--- src/rtl/jtcontra_cpu_cen.sv ---
// jtcontra_cpu_cen
// E/Q quadrature clock-enable generator for the Contra main 6809.
// A 3-bit phase counter advances once per 24 MHz clock, so an E period is
// normally 8 clocks. While a ROM fetch is pending at the E edge the counter
// is held, and each held clock is recorded as debt. Debt is then repaid by
// stepping the phase by 2, which gives a 4-clock E period until the debt is
// cleared. This keeps the average CPU rate at 3 MHz despite SDRAM latency.

module jtcontra_cpu_cen #(
  parameter int DEBTW = 4
) (
  input  logic             clk,
  input  logic             rst,
  input  logic             pause,
  input  logic             rom_cs,
  input  logic             rom_ok,
  output logic             cen_q,
  output logic             cen_e,
  output logic [DEBTW-1:0] debt
);

  localparam logic [DEBTW-1:0] DEBT_ZERO = {DEBTW{1'b0}};
  localparam logic [DEBTW-1:0] DEBT_MAX  = {DEBTW{1'b1}};
  localparam logic [DEBTW-1:0] DEBT_ONE  = {{(DEBTW-1){1'b0}}, 1'b1};

  logic [2:0]       p_r;
  logic [DEBTW-1:0] debt_r;
  logic             cen_e_r;
  logic             cen_q_r;

  logic             inc2_s;
  logic             edge_due_s;
  logic             q_due_s;
  logic             stall_s;
  logic [2:0]       p_next_s;
  logic [DEBTW-1:0] debt_up_s;

  // Step size, due conditions and stall request from the current state
  always_comb begin
    inc2_s     = 1'b0;
    edge_due_s = 1'b0;
    q_due_s    = 1'b0;
    stall_s    = 1'b0;
    p_next_s   = p_r;
    debt_up_s  = debt_r;

    inc2_s = (debt_r != DEBT_ZERO);

    // A step of 2 from phase 6 wraps just like a step of 1 from phase 7
    if (inc2_s) begin
      edge_due_s = (p_r == 3'd7) || (p_r == 3'd6);
      q_due_s    = (p_r == 3'd3) || (p_r == 3'd2);
      p_next_s   = p_r + 3'd2;
    end else begin
      edge_due_s = (p_r == 3'd7);
      q_due_s    = (p_r == 3'd3);
      p_next_s   = p_r + 3'd1;
    end

    // Only the E edge may be held; other phases run through a pending fetch
    stall_s = edge_due_s && rom_cs && !rom_ok;

    // Stall clocks past saturation are simply lost
    if (debt_r != DEBT_MAX) begin
      debt_up_s = debt_r + DEBT_ONE;
    end else begin
      debt_up_s = debt_r;
    end
  end

  // Phase counter, debt counter and registered enables
  always_ff @(posedge clk) begin
    if (rst) begin
      p_r     <= 3'd0;
      debt_r  <= DEBT_ZERO;
      cen_e_r <= 1'b0;
      cen_q_r <= 1'b0;
    end else if (pause) begin
      cen_e_r <= 1'b0;
      cen_q_r <= 1'b0;
    end else if (stall_s) begin
      debt_r  <= debt_up_s;
      cen_e_r <= 1'b0;
      cen_q_r <= 1'b0;
    end else begin
      p_r     <= p_next_s;
      cen_e_r <= edge_due_s;
      cen_q_r <= q_due_s;
      if (inc2_s) begin
        debt_r <= debt_r - DEBT_ONE;
      end else begin
        debt_r <= debt_r;
      end
    end
  end

  assign cen_e = cen_e_r;
  assign cen_q = cen_q_r;
  assign debt  = debt_r;

endmodule

--- config.mk ---
export PLATFORM = sky130hd
export DESIGN_NAME = jtcontra_cpu_cen
export DESIGN_NICKNAME = d
export VERILOG_FILES = /design/src/rtl/jtcontra_cpu_cen.sv
export SDC_FILE = /design/constraint.sdc
export NUM_CORES = 1
export LEC_CHECK = 0
export BUFFER_PORTS_ARGS = -buffer_cell sky130_fd_sc_hd__buf_4
export CORE_UTILIZATION = 23
export CTS_CLUSTER_DIAMETER = 60
export DETAILED_ROUTE_END_ITERATION = 16
export GPL_TIMING_DRIVEN = 0
export PLACE_DENSITY = 0.36
export SETUP_SLACK_MARGIN = 0.15
export SLEW_MARGIN = 20
export SYNTH_ARGS = -nofsm -noshare
export SYNTH_HDL_FRONTEND = slang
export SYNTH_SLANG_ARGS = --single-unit
export TNS_END_PERCENT = 30
--- constraint.sdc ---
create_clock -name clk -period 8.1 [get_ports clk]
set_input_delay 2.43 -clock clk [delete_from_list [all_inputs] [get_ports clk]]
set_output_delay 2.43 -clock clk [all_outputs]
set_load 0.05 [all_outputs]
==> impl_metrics.tcl <==
set metrics [dict create \
    ant_nets 0 \
    nFillCells 315 \
    slowest_stage "ha_1" \
    cts_tree "yes" \
    antenna_found_initial 0 \
    cts-htree-levels 1 \
    wl_per_cell_um 12.9 \
    die_h_um 56.0 \
    insertedDiodeCount 0 \
    synth_cells 69 \
    grt_max_degree 11 \
    drive_above_1_share 0.241 \
    ys_types 32 \
    yosys_warnings 0 \
    postCtsSetupBuffers 0 \
    cts_buffer_depth 2 \
    slew_viol_final 0 \
    clk_pin_slew_worst_paths_ns 0.07 \
    grt_pass1_vias 512 \
    place_area_um2 783 \
    area_growth_pct 20.9 \
    design.portCount 11 \
    hp-start "p_r[2]" \
    synth.yosys.seq_area_share 0.269 \
    whs_path_depth 2 \
    routed_via_density 4.87 \
    path_cells "buf_4 > nand2b_1 > or2_1 > ha_1 > nand3_1 > a211o_1 > a211o_1 > a221oi_2" \
    synth.area.top_cells "dfxtp_1, ha_1, a21oi_1" \
    finalCritPeriodShare 0.511 \
    place_congestion 0.687 \
    power_leakage_nw 0.338 \
    synth_area_per_cell_um2 9.70 \
    hp-class "reg2reg" \
    worst-r2r-cell-count 9 \
    setup.worst_path.class "in2reg" \
    stdcell_area_um2 810 \
    port-buffer-count 10 \
    drt-pass1-iter-count 2 \
    crit_start "rom_ok" \
    final-setup-viol-count 0 \
    finalPower_w 0.000346 \
    yosys.area.top_type_share 0.269 \
    totalWireLength_mm 1.47 \
    area.sequential_um2 180 \
    cts_resized 0 \
    num_vias 555 \
    rsz0062_at_grt "false" \
    grt_pass1_wl_mm 2.48 \
    r2r-end "debt[3]" \
    synth_nets 82 \
    grt_util_all_layers 0.104 \
    clock_sinks 9 \
    start_kind "primary input" \
    crit_path_max_fanout 3 \
    arrival_ns 4.32 \
    cp-end-kind "flip-flop" \
    max_cap_violations 0 \
    start_util 0.243 \
    layout_commonest_cell "buf_4" \
    path_common_cell "a211o_1" \
    cp_slowest_stage_delay_ns 0.35 \
    cts_buffers 3 \
    final_cells 114 \
    ff2ff_setup_slack_ns 5.20 \
    power.density_mw_per_mm2 427 \
    setup_tns_ns 0 \
    clock_skew_ns 0.00265 \
    root_buffer "clkbuf_4" \
    cts_hold_buf 0 \
    grt.overflow.total 0 \
    status "finished, final reports clean" \
    route.detailed.drc 0 \
    post-place-cells 110 \
    rr_startpoint "debt[0]" \
    worst_pin_slew_ns 0.789 \
    core_area_mm2 0.00276 \
    rows 19 \
    drt_iter0_markers 13 \
    hold_viol_final 0 \
    slew_headroom 0.469 \
    die_w_um 56.0 \
    place_hpwl_mm 1.14 \
    irDropWorstVdd_mv 0.215 \
    crit_required_ns 8.28 \
    die-area_mm2 0.00313 \
    final_cell_mix "buf_4, dfxtp_1, ha_1" \
    whs_ns 0.519 \
    hold_end "p_r[2]" \
    synth_top_area_cell "dfxtp_1" \
    synth_seq_cells 9 \
    fmax_mhz 242 \
    nets 97 \
    fin_crit_ns 4.14 \
    synth.cell_area_um2 669 \
    multiInputGateArea_um2 470 \
    clk_latency_ns 0.26 \
]
## registers in the layout (all words and copies together), names as in the netlist
name / count
cen_e: 1
cen_q: 1
debt: 4
p_r: 3
## critical path, delay by kind of cell
kind | cells | cell delay (ns)
fa+ha+maj | 1 | 0.35
simple gates | 3 | 0.66
compound gates | 3 | 0.76
buf+inv | 1 | 0.11
## logic make-up after synthesis
| group | Yosys count | synth area share |
|---|---|---|
| mux | 5 | 0.0953 |
| fa+ha+maj | 8 | 0.161 |
| buf+inv | 3 | 0.0280 |
| flops | 9 | 0.269 |
| compound gates | 15 | 0.172 |
| simple gates | 27 | 0.249 |
| xor+xnor | 2 | 0.0262 |
## final cells by class
cell class / instances / area share
repair buffers: 10 / 0.0927
inverters: 1 / 0.00464
plain buffers: 2 / 0.0185
clock buffers: 4 / 0.0325
multi-input cells: 57 / 0.581
flip-flops and latches: 9 / 0.223
well taps: 31 / 0.0479
## where the power goes
part	total [W]	switching, W	internal, W
Combinational	0.000220	0.000123	0.0000968
Clock	0.0000353	0.0000163	0.0000190
Sequential	0.0000903	0.0000280	0.0000623
## per-stage QoR
step | utilization | setup WS, ns
4_1_cts | 0.294 | 3.95
2_1_floorplan | - | 3.93
6_report | 0.294 | 3.96
5_1_grt | 0.294 | 3.83
3_3_place_gp | 0.284 | 3.68
3_5_place_dp | 0.284 | 3.69
## metal layers
metal	share of wire	GRT usage
met1	0.49	0.138
met5	0	0
met4	0.0048	0.0209
met3	0.029	0.0349
met2	0.47	0.167
## cell usage after synthesis
cell,instances
nor3_1,2
nand2b_1,4
a21oi_1,6
a211oi_1,1
o21ai_0,1
a21o_1,1
o2bb2ai_1,1
o21ai_1,1
inv_1,1
nand3b_1,4
ha_1,7
a221oi_2,1
nor4_2,1
or4_4,1
buf_6,1
a211o_1,2
nor2_1,4
xor2_1,1
nor2b_1,2
or2_1,1
fa_1,1
and4_1,1
clkbuf_1,1
o21bai_4,1
nand2_1,4
mux2_1,1
mux2i_1,3
nor3_2,1
nand3_1,2
dfxtp_1,9
mux2i_4,1
xnor2_1,1
## how the worst max path moves through the flow
stage | end | slack, ns
after floorplan | debt[3] | 3.93
after global placement | debt[3] | 3.68
after detailed placement | debt[3] | 3.69
after CTS | debt[3] | 3.95
after global routing | debt[3] | 3.83
final | debt[3] | 3.96
No activity file was read; power rests on OpenSTA's default activity.
